### src/rtl/pipe_reg_elastic.sv
// Elastic register chain with per-stage valid bits, bubble collapsing, one-cycle flush
// and a combinational occupancy count.
module pipe_reg_elastic #(
  parameter int unsigned WIDTH = 32,
  parameter int unsigned DEPTH = 2,
  localparam int unsigned CW   = $clog2(DEPTH + 1)
) (
  input  logic             clk_i,
  input  logic             rst_i,
  input  logic             flush_i,
  input  logic             valid_i,
  output logic             ready_o,
  input  logic [WIDTH-1:0] data_i,
  output logic             valid_o,
  input  logic             ready_i,
  output logic [WIDTH-1:0] data_o,
  output logic [CW-1:0]    count_o
);

  logic [DEPTH-1:0] v_q, v_d;
  logic [WIDTH-1:0] d_q [DEPTH];
  logic [WIDTH-1:0] d_d [DEPTH];
  logic [DEPTH-1:0] rdy;
  logic [DEPTH-1:0] pred_v;
  logic [WIDTH-1:0] pred_d [DEPTH];

  // A stage can load when it is empty or anything downstream of it can move.
  always_comb begin
    logic acc;
    acc = ready_i;
    rdy = '0;
    for (int k = DEPTH - 1; k >= 0; k--) begin
      acc    = acc | ~v_q[k];
      rdy[k] = acc;
    end
  end

  always_comb begin
    pred_v[0] = valid_i;
    pred_d[0] = data_i;
    for (int k = 1; k < DEPTH; k++) begin
      pred_v[k] = v_q[k-1];
      pred_d[k] = d_q[k-1];
    end
  end

  always_comb begin
    v_d = v_q;
    d_d = d_q;
    for (int k = 0; k < DEPTH; k++) begin
      if (flush_i) begin
        v_d[k] = 1'b0;
        d_d[k] = '0;
      end else if (rdy[k]) begin
        // Bubbles carry zeroed data so an empty output always reads 0.
        v_d[k] = pred_v[k];
        d_d[k] = pred_v[k] ? pred_d[k] : '0;
      end
    end
  end

  always_ff @(posedge clk_i or negedge rst_i) begin
    if (!rst_i) begin
      v_q <= '0;
      for (int k = 0; k < DEPTH; k++) begin
        d_q[k] <= '0;
      end
    end else begin
      v_q <= v_d;
      for (int k = 0; k < DEPTH; k++) begin
        d_q[k] <= d_d[k];
      end
    end
  end

  always_comb begin
    count_o = '0;
    for (int k = 0; k < DEPTH; k++) begin
      count_o = count_o + CW'(v_q[k]);
    end
  end

  assign ready_o = rdy[0];
  assign valid_o = v_q[DEPTH-1];
  assign data_o  = d_q[DEPTH-1];

endmodule

### config.mk
export PLATFORM = sky130hd
export DESIGN_NAME = pipe_reg_elastic
export DESIGN_NICKNAME = d
export VERILOG_FILES = /design/src/rtl/pipe_reg_elastic.sv
export SDC_FILE = /design/constraint.sdc
export NUM_CORES = 1
export LEC_CHECK = 0
export CORE_ASPECT_RATIO = 2
export CORE_MARGIN = 2
export CORE_UTILIZATION = 50
export DETAILED_ROUTE_END_ITERATION = 8
export PLACE_DENSITY = 0.79
export SLEW_MARGIN = 0
export SYNTH_ARGS = -nofsm -noshare
export SYNTH_HDL_FRONTEND = slang
export SYNTH_SLANG_ARGS = --single-unit
### constraint.sdc
create_clock -name clk_i -period 1.5 [get_ports clk_i]
set_input_delay 0.45 -clock clk_i [delete_from_list [all_inputs] [get_ports clk_i]]
set_output_delay 0.45 -clock clk_i [all_outputs]
set_load 0.03 [all_outputs]
### Yosys cells after proc, flatten, opt, wreduce, memory -nomap -nowiden

Index checks and enable logic that the tools add are counted.

* register bits: 66
* logic and storage cells: 21
* output and inout bits: 36

* muxes and demuxes: 10
* add/sub/neg operators: 1
* reduce and logical (&&, ||, !) cells: 2
* bitwise logic cells: 4

Operator list (number)
* 32-bit two-way mux: 6
* 1-bit two-way mux: 4
* 2-bit nonzero test: 2
* 1-bit by 1-bit adder with 2-bit output: 1
* 1-bit NOT: 2
* 1-bit bitwise OR: 2

### Longest topological paths before layout

* depth in word-level cells: 5
* mapped depth: 5
* depth with buffers taken out: 2

### Worst setup path before layout

OpenSTA, ideal clock, no wires.

* kind: register to output
* from: register v_q[1]
* to: output count_o[0]
* required time: 1050 ps
* data arrival time: 1035 ps
* cell stages (with the launch flop): 2
* buffers on the path: 0
* setup slack: 15 ps
* cells stage by stage: dfrtp_1 ha_1

* word-level cells in the longest chain between the ends: 1

Ends and longest elaborated chain
* start: declaration: RTL line 20 `logic [DEPTH-1:0] v_q, v_d;`
* start signal: assignment: RTL line 69 `v_q <= v_d;`
* 1-bit by 1-bit adder with 2-bit output: RTL line 79 `count_o = count_o + CW'(v_q[k]);`
* end: declaration: RTL line 17 `output logic [CW-1:0] count_o`

No other way between the ends.

### Worst setup path in the final report

* from: register v_q[0]
* to: output count_o[0]

The elaborated chain is that of the path after synthesis.

==> flow_summary_export.csv <==
group,metric,value,unit
run_status,status,"finished, violations left",
run_status,violations,"setup timing",
placement,gp_congestion,0.834,
clocking,clock_sinks,66,
pwr,p_leak,2.13,nW
placement,post_dp_cell_area,3860,µm²
clocking,tritoncts,"yes",
setup_path,end_kind,"output port",
pwr,clkPwrFrac,46.2,%
final_layout,final_cell_mix,"64 x dfrtp_1, 33 x clkdlybuf4s50_1, 32 x and3b_1, 32 x a32o_1, 30 x mux2_4",
yosys,synth_flop_cell,"dfrtp_1",
final_layout,layout_commonest_cell,"dfrtp_1",
drt,via_count,2053,
clocking,clk_path_buf_depth,2,
global_routing,grt_usage,21.4,%
timing,worst_pin_slew,0.360,ns
drt,drc,0,
global_routing,antenna_found_initial,0,
yosys,synth.top_cell.area_share,51.6,%
setup_path,critPathMaxStageDelay,0.45,ns
timing,setup_ws,-0.123,ns
clocking,cts_buffers,9,
setup_path,critPathCapture,"count_o[0]",
setup_path,critPathKind,"flop to output port",
global_routing,grt_overflow,0,
pwr,comb_power_share,10.2,%
global_routing,grt_max_degree,67,
yosys,syn_inst,224,
global_routing,grt_pass1_wl,10700,µm
timing,relSlewSlack,76.0,%
pwr,ir_drop,0.677,mV
timing,hold_violations,0,
yosys,ys_warn_count,0,
timing,fmax,616,MHz
pwr,switching_share,21.4,%
final_layout,area_growth,33.2,%
setup_path,start_kind,"flop",
setup_path,cp-startpoint,"v_q[0]$_DFFE_PN0P_",
placement,dpl_worst_slack,-0.389,ns
floorplan,initial_core_util,51.1,%
clocking,insertion_delay,0.33,ns
floorplan,ios,73,
clocking,htree_num_levels,3,
setup_path,crit_required,1.05,ns
clocking,clk_pin_slew,0.05,ns
drt,wl_per_cell,19.1,µm
drt,viasPerCell,5.55,
drt,drt_iter0_drc,69,
clocking,holdBufCountCts,0,
setup_path,r2r_end,"d_q[60]$_DFFE_PN0P_",
setup_path,crit-reg2reg-launch,"v_q[0]$_DFFE_PN0P_",
timing,min_period,1.62,ns
timing,rsz0062_at_grt,"yes",
pwr,p_per_area,1000,nW/µm²
placement,dp_hpwl,4610,µm
final_layout,finalInstanceArea,4260,µm²
yosys,synth_area_per_cell,14.3,µm²
pwr,power_frac_seq,43.7,%
setup_path,reg2reg_depth,5,
setup_path,path_cells,"ha_4 > buf_6",
setup_path,cp.depth,2,
yosys,synth_fp_nets,262,
setup_path,slowest_stage,"dfrtp_2",
yosys,syn-cell-area,3200,µm²
final_layout,diodes,0,
drt,drt-total-wl,7050,µm
run,drv_cap,0,
floorplan,die_h,117,µm
global_routing,grt_pass1_vias,2126,
setup_path,cpLargestDelayFamily,"flip-flops",
floorplan,row_count,41,
floorplan,die-area,7090,µm²
placement,dp_cells,348,
worst_hold_path,hp-class,"input pin to async pin",
yosys,synth_area_leaders,"dfrtp_1 52%, mux2_4 14%, a32o_1 10%, and3b_1 8.8%, buf_4 7.5%",
setup_path,cp_max_fo,2,
floorplan,die_w,60.6,µm
final_layout,finalNonFillerCells,370,
clocking,cts_root_buffer,"clkbuf_16",
drt,first_pass_iters,5,
setup_path,path_buf_inv,1,
pwr,internal-power,0.00336,W
timing,fin_skew,0.00512,ns
placement,io_buffers,72,
setup_path,worstPathArrival,1.17,ns
pwr,switchingPower,0.000913,W
yosys,synth_area_leader_cell,"dfrtp_1",
final_layout,final_nets,317,
drt,antenna_left,0,
yosys,synth_seq_cells,66,
timing,slew_viol_final,0,
final_layout,layout-drive-gt1-share,39.8,%
yosys,synth_edf_count,0,
timing,fin_crit_sh,108,%
setup_path,reg2reg_setup_slack,-0.02,ns
yosys,async_flop_share,100,%
floorplan,core,6260,µm²
yosys,ys_seq_area_share,51.6,%
timing,finalSetupViolations,29,
yosys,yosysUniqueCellTypes,19,
[registers in the layout, summed over array words and instances, names as in the netlist]
signal	cells
d_q	32
data_o	32
v_q	2
[worst min path at each step]
| stage | start | endpoint | cells after the start |
|---|---|---|---|
| floorplan | rst_i | d_q[32]$_DFFE_PN0P_ | 0 |
| global placement | data_o[21]$_DFFE_PN0P_ | data_o[21]$_DFFE_PN0P_ | 1 |
| detailed placement | data_o[21]$_DFFE_PN0P_ | data_o[21]$_DFFE_PN0P_ | 1 |
| CTS | rst_i | data_o[19]$_DFFE_PN0P_ | 2 |
| global route | rst_i | data_o[19]$_DFFE_PN0P_ | 2 |
| finish | rst_i | d_q[46]$_DFFE_PN0P_ | 2 |
[metal layers]
layer | track usage [%] | vias to the layer above | part of all wire [%]
met5 | 0 | - | 0
met4 | 10.9 | 0 | 2.9
met3 | 5.82 | 17 | 4.7
met1 | 24.2 | 1034 | 37
li1 | - | 914 | -
met2 | 35.8 | 88 | 55
[worst register-to-register path, cell delays in order, from the launching register on]
cell and delay, ns:
dfrtp_2 0.42, buf_6 0.13, buf_6 0.10, nand4bb_4 0.21, buf_12 0.24, mux2_4 0.30
[layout make-up]
type / instances / area, µm²
flip-flops and latches: 66 / 1650
inverters: 1 / 3.75
clock inverters: 3 / 40.0
clock buffers: 13 / 240
well taps: 86 / 108
multi-input cells: 104 / 1180
repair buffers: 97 / 1040
fillers: 443 / 2000
[synth_stat cells, types with 2 or more instances]
library cell / number
a32o_1: 32
and3b_1: 32
buf_12: 3
buf_2: 6
buf_4: 32
buf_6: 2
clkbuf_1: 10
dfrtp_1: 66
mux2_2: 3
mux2_4: 29
[power groups by stage]
| stage | clock network, W | logic [W] | registers, W |
|---|---|---|---|
| finish | 0.00197 | 0.000434 | 0.00187 |
| global route | 0.00208 | 0.000463 | 0.00187 |
| CTS | 0.00200 | 0.000428 | 0.00186 |
| detailed placement | 0 | 0.000405 | 0.00189 |
| global placement | 0 | 0.000397 | 0.00189 |
| floorplan | 0 | 0.000195 | 0.00188 |
[timing repair]
item                                    CTS  global route
pin swaps                                 2             2
buffers inserted                          4             1
endpoints found under the setup margin   87            17
gates resized for setup                  84             8
gates cloned                              0             1
[cell families after synthesis]
kind of cell | Yosys count | synth area share [%]
flops | 66 | 51.6
buf+inv | 54 | 12.3
simple gates | 38 | 10.8
compound gates | 33 | 10.2
mux | 32 | 14.7
fa+ha+maj | 1 | 0.391
[metrics by stage]
stage | total power, W | TNS [ns] | util, % | hold WS (ns)
after floorplan | 0.00208 | 0 | - | 0.154
after CTS | 0.00429 | -0.328 | 67.6 | 0.136
after detailed placement | 0.00230 | -23.96 | 61.6 | 0.481
after global routing | 0.00441 | -1.40 | 68.1 | 0.147
final | 0.00427 | -0.602 | 68.1 | 0.129
after global placement | 0.00229 | -21.28 | 61.6 | 0.474
Note: power is estimated with default switching activity, not from simulation.
